### src/rtl/bcd_pkg.sv
// rtl/bcd_pkg.sv - shared BCD types, radix constants and adder FSM states
package bcd_pkg;

  typedef logic [3:0] bcd_digit_t;

  localparam int BCD_RADIX = 10;
  localparam int BCD_CORR  = 6;

  typedef enum logic [1:0] {
    IDLE = 2'd0,
    ADD  = 2'd1,
    FIN  = 2'd2
  } state_t;

endpackage

### src/rtl/bcd_digit_add.sv
// rtl/bcd_digit_add.sv - combinational single-digit BCD add with decimal correction
module bcd_digit_add
  import bcd_pkg::*;
(
  input  bcd_digit_t a,
  input  bcd_digit_t b,
  input  logic       cin,
  output bcd_digit_t digit,
  output logic       cout
);

  logic [4:0] s;
  logic [4:0] s_corr;

  // Raw sum is 0..31; the correction wraps mod 16, so non-BCD inputs stay deterministic.
  always_comb begin
    s      = {1'b0, a} + {1'b0, b} + {4'b0000, cin};
    s_corr = s + 5'(BCD_CORR);
    digit  = s[3:0];
    cout   = 1'b0;
    if (s >= 5'(BCD_RADIX)) begin
      digit = s_corr[3:0];
      cout  = 1'b1;
    end
  end

endmodule

### src/rtl/bcd_serial_adder.sv
// rtl/bcd_serial_adder.sv - digit-serial BCD adder, LSD first; BCD_SERIAL_ADDER_CHECK_EN enables ERR
module bcd_serial_adder
  import bcd_pkg::*;
#(
  parameter int DIGITS = 4
) (
  input  logic                CLK,
  input  logic                RESET,
  input  logic                START,
  input  logic [4*DIGITS-1:0] A,
  input  logic [4*DIGITS-1:0] B,
  input  logic                C_IN,
  output logic                BUSY,
  output logic                DONE,
  output logic [4*DIGITS-1:0] SUM,
  output logic                COUT,
  output logic                ERR
);

  localparam int W     = 4 * DIGITS;
  localparam int IDX_W = (DIGITS > 1) ? $clog2(DIGITS) : 1;
  localparam logic [IDX_W-1:0] LAST_IDX = IDX_W'(DIGITS - 1);

  state_t           state;
  state_t           state_nxt;
  logic [IDX_W-1:0] idx;
  logic [W-1:0]     a_sh;
  logic [W-1:0]     b_sh;
  logic [W-1:0]     sum_r;
  logic             carry;
  logic             cout_r;
  logic             accept;
  logic             last;
  bcd_digit_t       dig;
  logic             dig_cout;

  // Operands shift right each ADD cycle, so the current digit is always the bottom nibble.
  bcd_digit_add u_digit (
    .a     (a_sh[3:0]),
    .b     (b_sh[3:0]),
    .cin   (carry),
    .digit (dig),
    .cout  (dig_cout)
  );

  always_comb begin
    state_nxt = state;
    accept    = 1'b0;
    BUSY      = 1'b0;
    DONE      = 1'b0;
    last      = (idx == LAST_IDX);
    case (state)
      IDLE: begin
        if (START) begin
          accept    = 1'b1;
          state_nxt = ADD;
        end
      end
      ADD: begin
        BUSY = 1'b1;
        if (last) state_nxt = FIN;
      end
      FIN: begin
        DONE      = 1'b1;
        state_nxt = IDLE;
      end
      default: state_nxt = IDLE;
    endcase
  end

  always_ff @(posedge CLK or posedge RESET) begin
    if (RESET) state <= IDLE;
    else       state <= state_nxt;
  end

  always_ff @(posedge CLK or posedge RESET) begin
    if (RESET) begin
      a_sh   <= '0;
      b_sh   <= '0;
      sum_r  <= '0;
      carry  <= 1'b0;
      cout_r <= 1'b0;
      idx    <= '0;
    end else if (accept) begin
      a_sh   <= A;
      b_sh   <= B;
      carry  <= C_IN;
      sum_r  <= '0;
      cout_r <= 1'b0;
      idx    <= '0;
    end else if (BUSY) begin
      a_sh  <= a_sh >> 4;
      b_sh  <= b_sh >> 4;
      carry <= dig_cout;
      // New digit enters at the top; after DIGITS shifts digit0 lands in SUM[3:0].
      sum_r <= W'({dig, sum_r} >> 4);
      idx   <= last ? '0 : idx + 1'b1;
      if (last) cout_r <= dig_cout;
    end
  end

`ifdef BCD_SERIAL_ADDER_CHECK_EN
  logic err_acc;
  logic err_r;
  logic digit_bad;

  assign digit_bad = (a_sh[3:0] > 4'(BCD_RADIX - 1)) || (b_sh[3:0] > 4'(BCD_RADIX - 1));

  // Accumulate silently during ADD and publish together with COUT at the last digit.
  always_ff @(posedge CLK or posedge RESET) begin
    if (RESET) begin
      err_acc <= 1'b0;
      err_r   <= 1'b0;
    end else if (accept) begin
      err_acc <= 1'b0;
      err_r   <= 1'b0;
    end else if (BUSY) begin
      err_acc <= err_acc | digit_bad;
      if (last) err_r <= err_acc | digit_bad;
    end
  end

  assign ERR = err_r;
`else
  assign ERR = 1'b0;
`endif

  assign SUM  = sum_r;
  assign COUT = cout_r;

endmodule

### config.mk
export PLATFORM = sky130hd
export DESIGN_NAME = bcd_serial_adder
export DESIGN_NICKNAME = d
export VERILOG_FILES = /design/src/rtl/bcd_pkg.sv /design/src/rtl/bcd_digit_add.sv /design/src/rtl/bcd_serial_adder.sv
export SDC_FILE = /design/constraint.sdc
export NUM_CORES = 1
export LEC_CHECK = 0
export CORE_MARGIN = 4
export CORE_UTILIZATION = 50
export CTS_BUF_LIST = sky130_fd_sc_hd__clkbuf_4
export CTS_CLUSTER_DIAMETER = 100
export DETAILED_ROUTE_END_ITERATION = 16
export PLACE_DENSITY = 0.88
export SYNTH_ARGS = -nofsm -noshare
export SYNTH_HDL_FRONTEND = slang
export SYNTH_SLANG_ARGS = --single-unit
### constraint.sdc
create_clock -name CLK -period 6.7 [get_ports CLK]
set_input_delay 1.34 -clock CLK [delete_from_list [all_inputs] [get_ports CLK]]
set_output_delay 1.34 -clock CLK [all_outputs]
set_load 0.01 [all_outputs]
Yosys cells after proc, flatten, opt, wreduce, memory -nomap -nowiden:

Index checks and enable logic that the tools add are counted.

* register bits: 54
* output and inout port bits: 20

* order comparisons: 1
* reductions and logical operators: 5
* add/subtract/negate cells: 4
* muxes and demuxes: 23
* equality and inequality tests: 5

Operators with widths (number)
* $mux 16: 6
* $mux 1: 10
* $mux 2: 5
* $add 4x4->5: 1
* $add 5x1->5: 1
* $ge 5x4->1 const B: 1
* $add 4x3->4 const B: 1
* $eq 2x2->1 const B: 2
* $mux 4: 1
* $ne 2x2->1 const B: 2
* $pmux 2 s2: 1
* $reduce_and 2->1: 2
* $reduce_bool 2->1: 2
* $add 2x1->2 const B: 1
* $eq 2x1->1 const B: 1
* $logic_not 2->1: 1

Logic depth before layout (Yosys ltp):

* depth after elaboration: 7
* depth in mapped cells: 10
* mapped depth without buffers: 10

By module:

Synthesis repeated with hierarchy kept, for this count alone.

* cell total of the unflattened synthesis: 264
* area, all modules: 2682.6 um^2

By module, submodules not included
* bcd_serial_adder: cells an instance 226, area each 2359.8 um^2, sequential area each 1351.3 um^2, times used 1
* bcd_digit_add: cells an instance 38, area each 322.8 um^2, sequential area each 0.0 um^2, times used 1

Worst setup path before layout:

OpenSTA, ideal clock, no wires.

* path kind: register -> register
* start point: reg a_sh[0]
* end point: reg sum_r[14] (netlist: SUM[14])
* library setup time: 0.122 ns
* slack: 3.892 ns
* arrival: 2.687 ns
* stages on the path, launching flop included: 11
* data required time: 6.578 ns
* period minus slack after synthesis: 2.808 ns
* cells stage by stage: dfrtp_1 fa_1 fa_1 xor2_2 inv_1 ha_1 or2b_2 o2111ai_1 a31o_1 or3_1 a32o_1

* word-level cells in the longest chain between the ends: 6

RTL lines
* start: declaration: RTL line bcd_serial_adder.sv:27 `logic [W-1:0] a_sh;`
* start signal: assignment: RTL line bcd_serial_adder.sv:92 `a_sh <= a_sh >> 4;`
* $add 4x4->5 (*): RTL line bcd_digit_add.sv:17 `s = {1'b0, a} + {1'b0, b} + {4'b0000, cin};`
* $add 5x1->5 (*): RTL line bcd_digit_add.sv:17
* $add 4x3->4 / $ge 5x4->1 (equally long branches): RTL line bcd_digit_add.sv:18, bcd_digit_add.sv:21
* $mux 4 (*): RTL line bcd_digit_add.sv:21 `if (s >= 5'(BCD_RADIX)) begin`
* $mux 16 (*): RTL line bcd_serial_adder.sv:91 `end else if (BUSY) begin`
* $mux 16 (*): RTL line bcd_serial_adder.sv:84 `end else if (accept) begin`
* end signal: assignment: RTL line bcd_serial_adder.sv:96 `sum_r <= W'({dig, sum_r} >> 4);`
* end: declaration: RTL line bcd_serial_adder.sv:29 `logic [W-1:0] sum_r;`

Mark *: on every way between the ends. The rest lies on a longest branch, timed or not. The select of a mux whose other input is x is not followed.
A chain may end at the register's enable or synchronous reset.

Final worst setup path:

Ends and elaborated chain as after synthesis.

==> impl_metrics.tcl <==
set metrics [dict create \
    final_hold_viol_count 0 \
    rows 25 \
    relSlewSlack_pct 30.2 \
    synth-warning-count 0 \
    cp-end-kind "flop" \
    fin_tns_setup_ns 0 \
    mostFrequentLayoutCell "nand2_1" \
    dieArea_um2 6200 \
    seqPwrFrac_pct 36.4 \
    timing.rr.start "a_sh[0]" \
    fp.dieH_um 78.7 \
    start_util_pct 52.3 \
    synthFlopType "dfrtp_1" \
    core_area_um2 4790 \
    cp.required_ns 6.96 \
    leakagePower_nw 1.42 \
    wl_met3_um 256 \
    cts_setup_buffers 0 \
    synth-seq-area-share_pct 54.0 \
    finClkSkew_ns 0.00654 \
    netSwitchingFraction_pct 43.1 \
    dr_wl_met2_mm 2.69 \
    cts_max_level 2 \
    timing.fmax_mhz 327 \
    ir_drop_v 0.000241 \
    syn_nets 310 \
    worst-setup-path-type "flop to flop" \
    drt-met1-wl_mm 2.47 \
    cp_max_fo 5 \
    cp-startpoint "a_sh[0]" \
    setup_violations 0 \
    antenna_found_initial 0 \
    nFillCells 375 \
    mostFrequentLayoutCells "nand2_1, dfrtp_1, clkdlybuf4s50_1, o21ai_0, a22oi_1" \
    vias 2015 \
    cts_buffer_depth 2 \
    layout-drive-gt1-share_pct 6.01 \
    place.gp.congestion 0.853 \
    final_antenna_net_count 0 \
    clk_pin_slew_worst_paths_ns 0.14 \
    insertion_delay_ns 0.36 \
    switchingPower_mw 0.670 \
    maxSlewViolCount 0 \
    post-route-drc-count 0 \
    synth.avg_cell_area_um2 9.37 \
    overflow 0 \
    stdcell_count 383 \
    first_pass_iters 4 \
    die_w_um 78.7 \
    fin_crit_ns 3.06 \
    cts_resized 0 \
    numCtsBuffers 5 \
    ff_latch_area_um2 1350 \
    syn-instance-count 267 \
    multi_input_area_um2 1050 \
    hpwlAfterDp_mm 3.88 \
    num_io_pins 56 \
    grt_setup_unrepaired "no" \
    port_buffers 54 \
    wirelength_mm 5.50 \
    synth_edf_count 0 \
    async_flop_share_pct 100 \
    cts_tree "built" \
    cts_hold_buf 0 \
    placedCellCount 375 \
    hold_path.startpoint "b_sh[10]" \
    grt_max_degree 55 \
    ys_ff_latch 54 \
    run_status "finished, final reports clean" \
    layout.nets 358 \
    hold_class "flop to flop" \
    routedWlPerCell_um 14.4 \
    grt_pass1_wl_mm 9.34 \
    root_buffer "clkbuf_4" \
    p_int_mw 0.883 \
    cts_sinks 54 \
    fin_crit_sh_pct 45.7 \
    gr-usage-all-layers_pct 18.8 \
    syn_area_um2 2500 \
    worst_pin_slew_ns 1.05 \
    critPathLaunchType "flop" \
    area_growth_pct 25.3 \
    p_clk_share_pct 8.8 \
    drt_iter0_markers 165 \
    grt_pass1_vias 1942 \
    top_layer "met4" \
    arrival_ns 3.32 \
    power.density_nw_per_um2 496 \
    vias_per_cell 5.26 \
    comb_power_share_pct 54.8 \
    yosysUniqueCellTypes 40 \
    diodes 0 \
    maxCapViolations 0 \
]
[through the flow]
stage | power (mW) | hold slack [ns] | util [%] | cell area [um2] | worst slack (ns)
final | 1.55 | 0.500 | 65.5 | 3130 | 3.64
after global routing | 1.70 | 0.508 | 65.5 | 3130 | 3.48
after CTS | 1.56 | 0.496 | 65.5 | 3130 | 3.65
after detailed placement | 1.42 | 0.463 | 64.3 | 3080 | 3.32
after global placement | 1.38 | 0.459 | 64.3 | 3080 | 3.36
after floorplan | 1.16 | 0.446 | - | 2500 | 3.89
[registers in the layout, indices dropped and copies added (netlist names)]
register	flops
b_sh	16
state	2
a_sh	16
SUM	16
COUT	1
carry	1
idx	2
[layout make-up]
class / instances / share of cell area, %
Clock buffer: 6 / 1.44
Clock inverter: 2 / 0.280
Inverter: 5 / 0.599
Multi-Input combinational cell: 190 / 33.4
Sequential cell: 54 / 43.1
Tap cell: 67 / 2.68
Timing Repair Buffer: 59 / 18.5
[path summary, 6_finish.rpt]
check | endpoint | slack [ns] | depth (start not counted)
hold / removal | b_sh[10] | 0.50 | 2
setup / recovery | SUM[14] | 3.64 | 10
max in group asynchronous | SUM[13] | 4.82 | 3
hold reg to reg | b_sh[10] | 0.50 | 2
min in group asynchronous | a_sh[13] | 1.46 | 3
setup reg to reg | SUM[14] | 3.64 | 10
[worst max-delay path, stage by stage (launching register included)]
cell	delay, ns
dfrtp_1	0.43
fa_1	0.46
fa_1	0.46
xor2_2	0.20
inv_1	0.08
ha_1	0.23
or2b_2	0.14
o2111ai_1	0.12
a31o_1	0.26
or3_1	0.32
a32o_1	0.26
[power by group through the flow]
| stage | combinational (mW) | clock [mW] | sequential, mW |
|---|---|---|---|
| after CTS | 0.856 | 0.141 | 0.566 |
| final | 0.851 | 0.137 | 0.565 |
| after floorplan | 0.603 | 0 | 0.560 |
| after global routing | 0.962 | 0.156 | 0.582 |
| after detailed placement | 0.848 | 0 | 0.573 |
| after global placement | 0.813 | 0 | 0.567 |
[layer usage]
metal  global-route usage, %  vias to the layer above
met3                    3.51                        8
met1                    26.6                      962
met2                    29.9                       49
li1                        -                      996
met4                    4.72                        0
met5                       0                        -
[cell families (layout without fill, tap and decap cells)]
logic type	count (synthesis)	count (layout)	share of synthesized area, %
AO/OA/AOI/OAI	68	68	18.0
other	1	1	0.150
AND/OR/NAND/NOR	112	112	18.4
adder cells (fa/ha/maj)	7	7	4.10
flip-flops	54	54	54.0
buffers and inverters	23	72	4.35
XOR/XNOR	2	2	1.00
[synth_stat cells, types with 2 or more instances]
cell      number  area share [%]
o21a_1         2            0.60
ha_1           5             2.5
buf_4          2            0.60
buf_6          2            0.90
a211oi_1       2            0.60
o21ai_0       26             5.2
a21oi_1        3            0.60
a22oi_1       25             7.5
nor2_1         4            0.60
nand2_1       96              14
clkbuf_1      13             2.0
fa_1           2             1.6
dfrtp_1       54              54
nor3_1         2            0.40
inv_1          4            0.60
Note: power is estimated with default switching activity, not from simulation.
